## config.mk

```make
export PLATFORM = sky130hd
export DESIGN_NAME = taint_mux_pipe
export DESIGN_NICKNAME = d
export VERILOG_FILES = /design/src/rtl/taint_mux_pipe.sv
export SDC_FILE = /design/constraint.sdc
export NUM_CORES = 1
export LEC_CHECK = 0
export ABC_AREA = 1
export CAP_MARGIN = 20
export CORE_MARGIN = 2
export CORE_UTILIZATION = 32
export CTS_BUF_LIST = sky130_fd_sc_hd__clkbuf_8
export DETAILED_ROUTE_END_ITERATION = 12
export GPL_TIMING_DRIVEN = 0
export PLACE_DENSITY = 0.66
export SETUP_SLACK_MARGIN = 0.02
export SYNTH_ARGS = -nofsm -noshare
export SYNTH_HDL_FRONTEND = slang
export SYNTH_SLANG_ARGS = --single-unit
export TNS_END_PERCENT = 100
```

## constraint.sdc

```tcl
create_clock -name clk -period 3.7 [get_ports clk]
set_input_delay 0.555 -clock clk [delete_from_list [all_inputs] [get_ports clk]]
set_output_delay 0.555 -clock clk [all_outputs]
set_load 0.02 [all_outputs]
```

## src/rtl/taint_mux_pipe.sv

```systemverilog
// rtl/taint_mux_pipe.sv - N-way taint-tracking mux feeding a 2-entry valid/ready buffer
module taint_mux_pipe #(
    parameter int N    = 4,
    parameter int W    = 8,
    parameter int T    = 32,
    parameter int MODE = 0,
    parameter int CW   = 16,
    localparam int SW  = $clog2(N)
) (
    input  logic           clk,
    input  logic           rst,
    input  logic           in_valid,
    output logic           in_ready,
    input  logic [N*W-1:0] in_data,
    input  logic [N*T-1:0] in_taint,
    input  logic [SW-1:0]  sel,
    input  logic [T-1:0]   sel_t,
    output logic           out_valid,
    input  logic           out_ready,
    output logic [W-1:0]   out_data,
    output logic [T-1:0]   out_taint,
    input  logic           clr_cnt,
    output logic [CW-1:0]  taint_cnt
);

    typedef enum logic [1:0] {EMPTY, ONE, FULL} state_t;

    state_t         state_q, state_d;
    logic           push, pop;
    logic           sel_hit;
    logic [W-1:0]   mux_data, cap_data;
    logic [T-1:0]   mux_taint, any_taint, cap_taint;
    logic [W-1:0]   head_data, tail_data;
    logic [T-1:0]   head_taint, tail_taint;
    logic [CW-1:0]  cnt_q;

    assign push = in_valid && in_ready;
    assign pop  = out_valid && out_ready;

    // An out-of-range select is treated as maximally tainted with zero data.
    always_comb begin
        sel_hit   = 1'b0;
        mux_data  = '0;
        mux_taint = '0;
        any_taint = '0;
        for (int i = 0; i < N; i++) begin
            any_taint = any_taint | in_taint[i*T +: T];
            if (sel == SW'(i)) begin
                sel_hit   = 1'b1;
                mux_data  = in_data[i*W +: W];
                mux_taint = in_taint[i*T +: T];
            end
        end
        cap_data  = mux_data;
        cap_taint = '1;
        if (!sel_hit) begin
            cap_data = '0;
        end else if (MODE == 0) begin
            cap_taint = mux_taint | sel_t;
        end else if (sel_t == '0) begin
            cap_taint = mux_taint;
        end else begin
            cap_taint = sel_t | any_taint;
        end
    end

    always_ff @(posedge clk) begin
        if (rst) state_q <= EMPTY;
        else     state_q <= state_d;
    end

    always_comb begin
        state_d = state_q;
        case (state_q)
            EMPTY:   if (push) state_d = ONE;
            ONE: begin
                if (push && !pop)      state_d = FULL;
                else if (!push && pop) state_d = EMPTY;
            end
            FULL:    if (pop) state_d = ONE;
            default: state_d = EMPTY;
        endcase
    end

    // Ready/valid decode only from the state register, so in_ready never sees out_ready.
    always_comb begin
        out_valid = (state_q != EMPTY);
        in_ready  = (state_q != FULL);
    end

    always_ff @(posedge clk) begin
        if (rst) begin
            head_data  <= '0;
            head_taint <= '0;
            tail_data  <= '0;
            tail_taint <= '0;
        end else begin
            case (state_q)
                EMPTY: if (push) begin
                    head_data  <= cap_data;
                    head_taint <= cap_taint;
                end
                ONE: begin
                    if (push && pop) begin
                        head_data  <= cap_data;
                        head_taint <= cap_taint;
                    end else if (push) begin
                        tail_data  <= cap_data;
                        tail_taint <= cap_taint;
                    end
                end
                FULL: if (pop) begin
                    head_data  <= tail_data;
                    head_taint <= tail_taint;
                end
                default: ;
            endcase
        end
    end

    assign out_data  = head_data;
    assign out_taint = head_taint;

    always_ff @(posedge clk) begin
        if (rst || clr_cnt) begin
            cnt_q <= '0;
        end else if (pop && (head_taint != '0) && (cnt_q != {CW{1'b1}})) begin
            cnt_q <= cnt_q + 1'b1;
        end
    end

    assign taint_cnt = cnt_q;

endmodule

```

==> results of run 1 <==
report_power, final:
part           internal (mW)  leakage (nW)  total, mW  switching [mW]
clock network          0.331        0.0987      0.728           0.397
registers               1.24         0.805       1.38           0.139
logic                  0.692          2.83       1.60           0.905
cells in the mapped netlist, types with 2 or more instances:
library cell	count
inv_2	3
clkbuf_1	33
o21ai_0	99
inv_1	72
o21bai_1	34
xor2_1	5
nand3b_1	3
a21oi_1	101
nor2_4	4
nor2_2	3
buf_4	4
dfxtp_1	98
a211oi_1	29
nand2_1	270
buf_2	11
ha_1	4
o22ai_1	7
a21o_1	5
buf_6	2
nand4_1	18
nor2_1	48
nand3_1	23
layer usage:
layer | up-vias | global-route usage | share of wire
met1 | 3098 | 0.299 | 0.43
met5 | - | 0 | 0
li1 | 3461 | - | -
met3 | 41 | 0.0581 | 0.075
met4 | 0 | 0.0808 | 0.025
met2 | 276 | 0.400 | 0.47
kinds of logic after synthesis:
kind of cell | count (synthesis) | share of synthesized area
flops | 98 | 0.344
simple gates | 373 | 0.274
buf+inv | 125 | 0.0899
compound gates | 278 | 0.276
xor+xnor | 5 | 0.00767
fa+ha+maj | 4 | 0.00877
registers in the layout, indices dropped and copies added (netlist names):
| signal | cells |
|---|---|
| out_data | 8 |
| out_taint | 32 |
| state_q | 2 |
| tail_data | 8 |
| tail_taint | 32 |
| taint_cnt | 16 |
per-stage QoR:
stage	hold slack [ns]	total power [mW]	utilization	worst slack, ns	instance area, sq um
floorplan	0.487	2.22	-	1.72	5710
global placement	0.499	2.97	0.493	0.655	8550
detailed placement	0.507	2.99	0.493	0.629	8550
CTS	0.531	3.72	0.504	0.941	8750
global route	0.558	3.95	0.504	0.767	8750
finish	0.528	3.71	0.504	0.937	8750
worst reg2reg max path, delay by kind of cell, from the launching register on:
kind,cells,cell delay [ns]
AOI/OAI and AO/OA,2,0.36
buffers and inverters,5,1.02
adders and majority gates,1,0.25
DFF,1,0.31
and+or+nand+nor,3,0.65
area by class of cell:
cell class / instances / area, sq um / share of cell area
Multi-Input combinational cell: 660 / 3230 / 0.369
Timing Repair Buffer: 256 / 2560 / 0.293
Sequential cell: 98 / 1960 / 0.224
Inverter: 75 / 282 / 0.0322
Tap cell: 225 / 282 / 0.0322
Buffer: 50 / 231 / 0.0264
Clock buffer: 10 / 138 / 0.0157
Clock inverter: 6 / 63.8 / 0.00729
worst paths after layout:
kind         cells past startpoint  slack, ns            end         start
max                              5       0.94       in_ready    state_q[0]
min                              2       0.53   taint_cnt[3]  taint_cnt[3]
max reg2reg                     11       1.04  tail_taint[8]    state_q[0]
min reg2reg                      2       0.53   taint_cnt[3]  taint_cnt[3]
==> metrics.md, run 1 <==
| Metric | Value |
|---|---|
| Outcome | `finished, final reports clean` |
| GRT Residual Overflow | `0` |
| DRT iter0 DRCs | `505` |
| Worst path slowest cell | `clkdlybuf4s50_1` |
| Register area share after synthesis | `0.344` |
| Drt drc | `0` |
| Synth area leaders | `dfxtp_1, nand2_1, a21oi_1` |
| Final WL | `22.4 mm` |
| RSZ-0062 raised after global routing | `no` |
| Setup total negative slack | `0 ns` |
| TritonCTS buffer count | `9` |
| Final setup viols | `0` |
| Fin. Hold Viols | `0` |
| Fmax | `between 0.3 and 0.4 GHz` |
| Tmin final | `2.76 ns` |
| Hold_buf cts | `0` |
| Commonest cells after routing, fill and taps aside | `nand2_1, clkdlybuf4s50_1, a21oi_1` |
| CTS tree | `yes` |
| DP HPWL | `between 15 and 20 mm` |
| Register bit total from synthesis | `around 100` |
| Die W | `around 140 um` |
| GRT Total Usage | `0.238` |
| Worst IR drop on VDD | `0.232 mV` |
| First-pass iteration count of the detailed router | `5` |
| Antenna cell count | `0` |
| Syn Area/Cell | `6.46 sq um` |
| Gpl congestion | `0.906` |
| Worst Hold Class | `reg -> reg` |
| Top cell type's share of synthesized area | `0.344` |
| Top FF cell, synth | `dfxtp_1` |
| Vias/cell | `4.98` |
| Max cap viols | `0` |
| Post-synth EDFFs | `0` |
| Post-CTS Setup Inserts | `0` |
| ANT nets after route | `0` |
| Final worst path period share | `0.747` |
| Initial Util | `0.329` |
| Clk buf depth | `2` |
| I/O pins | `257` |
| Max-slew violations | `0` |
| Cell Area, Synth | `5710 sq um` |
| Arr. time, crit path | `2.21 ns` |
| Clk_lat worst skew | `0.39 ns` |
| Layout area overhead | `53.4%` |
| Largest net degree at the start of global routing | `17` |
| Max Clock Skew | `0.0164 ns` |
| CP Cell Sequence | `buf_6 > nor2_2 > inv_1 > clkbuf_1 > clkdlybuf4s50_1` |
| Synth warn | `0` |
| Crit Path Class | `reg -> out` |
| CTS H-tree depth | `3` |
| Proportion of layout cells with a drive suffix above 1 | `0.0416` |
| Std-Cell Rows | `between 40 and 50` |
| Fillers | `between 1500 and 2000` |
| Finished Layout Cells | `1380` |
| Number of port buffers | `256` |
| Element type at the critical path start | `flip-flop` |
| Initial antenna violation count | `0` |
| Clk sinks | `98` |
| Largest fanout on the critical path | `10` |
| Cell family with the largest share of critical-path delay | `buffers and inverters` |
| Syn Nets | `1086` |
| Commonest non-fill, non-tap cell in the layout | `nand2_1` |
| Via count | `6876` |
| Asr flop ratio synth | `0` |
| DIE AREA | `roughly 19000 sq um` |
| Vias in the first global route | `6610` |
| CP Capture Type | `primary output` |
| Synth area leader | `dfxtp_1` |
| Die Span Y | `between 100 and 150 um` |
| Post-CTS Resized | `0` |
| Count of cell types in the netlist | `29` |
| Crit path buffers/inverters | `4` |
| Slew headroom | `0.538` |
| CP required | `about 3.1 ns` |
| Layout Nets | `1353` |
| Worst-Margin Slew | `0.694 ns` |
| Pwr Density | `423 nW/um^2` |
| Max incr delay on CP | `0.72 ns` |
| WL/cell | `around 16 um` |
| Leakage | `3.73 nW` |
| Mapped Cells | `883` |
| Dpl cells | `~1400` |
| Clock Pin Slew Worst Setup and Hold Paths | `0.09 ns` |
| Clock root buffer | `clkbuf_8` |
| Global-route wire length before repair | `34.6 mm` |
| Core Area | `between 15000 and 20000 sq um` |
No activity file was read; power rests on OpenSTA's default activity.
==> inputs of run 2 (changes only) <==
Clock period 3.7 ns to 2.75 ns, I/O delays scaled along.
==> metrics.md, run 2 (synthesis gave the netlist of run 1 again) <==
| Metric | Value |
|---|---|
| Clock root buffer | `clkbuf_8` |
| Commonest cells after routing, fill and taps aside | `nand2_1, clkdlybuf4s50_1, a21oi_1` |
| CTS tree | `yes` |
| DIE AREA | `18900 sq um (unchanged)` |
| Initial Util | `0.329 (unchanged)` |
| Number of port buffers | `256 (unchanged)` |
| Die W | `138 um (unchanged)` |
| Max cap viols | `0 (unchanged)` |
| Gpl congestion | `0.906 (unchanged)` |
| Clock Pin Slew Worst Setup and Hold Paths | `0.10 ns (about the same)` |
| Commonest non-fill, non-tap cell in the layout | `nand2_1` |
| WL/cell | `16.2 um (about the same)` |
| Proportion of layout cells with a drive suffix above 1 | `0.0425 (+0.000903)` |
| Core Area | `17400 sq um (unchanged)` |
| Worst IR drop on VDD | `0.313 mV (+35%)` |
| Tot Pwr | `4.99 mW (+35%)` |
| ANT nets after route | `0 (unchanged)` |
| Pwr Density | `570 nW/um^2 (+35%)` |
| Fmax | `0.394 GHz` |
| Global-route wire length before repair | `34.6 mm (unchanged)` |
| I/O pins | `257 (unchanged)` |
| Via count | `6873 (-0.044%)` |
| Fillers | `1756 (unchanged)` |
| Crit Path Class | `in -> reg` |
| Vias in the first global route | `6610 (unchanged)` |
| CP required | `3.07 ns (-0.07 ns)` |
| Worst Hold Class | `reg -> reg` |
| Outcome | `finished, final reports clean` |
| DRT iter0 DRCs | `484 (-4.2%)` |
| Clk buf depth | `2 (unchanged)` |
| Setup crit start | `out_ready` |
| Fin. Hold Viols | `0 (unchanged)` |
| Std-Cell Rows | `48 (unchanged)` |
| Post-CTS Setup Inserts | `0 (unchanged)` |
| Largest fanout on the critical path | `10 (unchanged)` |
| CP Capture Type | `flip-flop` |
| Final core occ | `0.504 (about the same)` |
| Max Clock Skew | `0.0103 ns (-0.00613 ns)` |
| Layout Nets | `1352 (-0.074%)` |
| Crit path to | `out_taint[19]` |
| Drt drc | `0 (unchanged)` |
| Reg2Reg Depth | `11 (unchanged)` |
| Leakage | `3.73 nW (about the same)` |
| Worst-Margin Slew | `0.696 ns (+0.00252 ns)` |
| Element type at the critical path start | `input port` |
| R2r setup slk | `0.28 ns (-0.76 ns)` |
| Vias/cell | `4.98 (about the same)` |
| Layout area overhead | `53.3% (about the same)` |
| Worst r2r dst | `tail_taint[16]` |
| Setup total negative slack | `0 ns (unchanged)` |
| Final worst path period share | `0.922` |
| Die Span Y | `138 um (unchanged)` |
| Hold slack final | `0.527 ns (-0.00118 ns)` |
| Slew headroom | `0.536 (-0.00168)` |
| DP HPWL | `17.5 mm (unchanged)` |
| Arr. time, crit path | `2.85 ns (+0.64 ns)` |
| Final setup viols | `0 (unchanged)` |
| GRT Total Usage | `0.238 (unchanged)` |
| RR Startpoint | `state_q[0]` |
| First-pass iteration count of the detailed router | `5 (unchanged)` |
| Clk sinks | `98 (unchanged)` |
| CTS H-tree depth | `3 (unchanged)` |
| Initial antenna violation count | `0 (unchanged)` |
| TritonCTS buffer count | `9 (unchanged)` |
| GRT Residual Overflow | `0 (unchanged)` |
| Antenna cell count | `0 (unchanged)` |
| Largest net degree at the start of global routing | `17 (unchanged)` |
| RSZ-0062 raised after global routing | `no` |
| Max-slew violations | `0 (unchanged)` |
| Final WL | `22.4 mm (-0.14%)` |
| Clk_lat worst skew | `0.38 ns (about the same)` |
| Tmin final | `2.54 ns` |
run 2: changes by cell type in the layout (fill, tap and decap cells not counted), sizes merged:
cell | previous run | this run
clkbuf | 43 | 42
run 2: per-layer routing:
layer | GRT usage | part of all wire | up-vias
li1 | - | - | 3459
met1 | 0.299 | 0.42 | 3099
met2 | 0.400 | 0.47 | 268
met3 | 0.0581 | 0.077 | 47
met4 | 0.0808 | 0.028 | 0
met5 | 0 | 0 | -
run 2: layout make-up:
cell class | instances | area [sq um] | share of cell area
clock inverter | 6 | 63.8 | 0.00729
sequential | 98 | 1960 | 0.224
multi-input combinational | 660 | 3230 | 0.369
clock buffer | 10 | 138 | 0.0157
tap | 225 | 282 | 0.0322
timing repair buffer | 256 | 2560 | 0.293
inverter | 75 | 282 | 0.0322
buffer | 49 | 229 | 0.0262
run 2: through the flow:
stage	instance area (sq um)	cells	setup WS, ns
after floorplan	5710	883	0.769
after global placement	8550	1364	-0.153
after detailed placement	8550	1364	-0.179
after CTS	8750	1380	0.0892
after global routing	8750	1379	0.0408
final	8750	1379	0.215
run 2: what timing repair did:
action	CTS	global route
hold buffers	0	0
endpoints found under the setup margin	0	32
gates resized for setup	0	2
endpoints found under the hold margin	0	0
run 2: worst min-delay path by stage:
stage / start / endpoint / slack, ns / cells past startpoint
after CTS: taint_cnt[3] / taint_cnt[3] / 0.53 / 2
after global placement: tail_data[4] / out_data[4] / 0.50 / 2
after detailed placement: tail_data[6] / out_data[6] / 0.51 / 2
after floorplan: tail_data[0] / out_data[0] / 0.49 / 2
after global routing: taint_cnt[3] / taint_cnt[3] / 0.56 / 2
final: taint_cnt[15] / taint_cnt[15] / 0.53 / 2
run 2: critical path: stages:
cell and delay [ns]:
clkdlybuf4s50_1 0.50, inv_1 0.07, nor2_2 0.26, buf_2 0.30, ha_1 0.19, nand2_1 0.06, a21oi_2 0.31, clkbuf_1 0.44
o21ai_0 0.15, a21oi_1 0.14
run 2: power by group:
part	switching, mW	internal, mW
clock	0.537	0.446
combinational	1.22	0.930
sequential	0.187	1.67
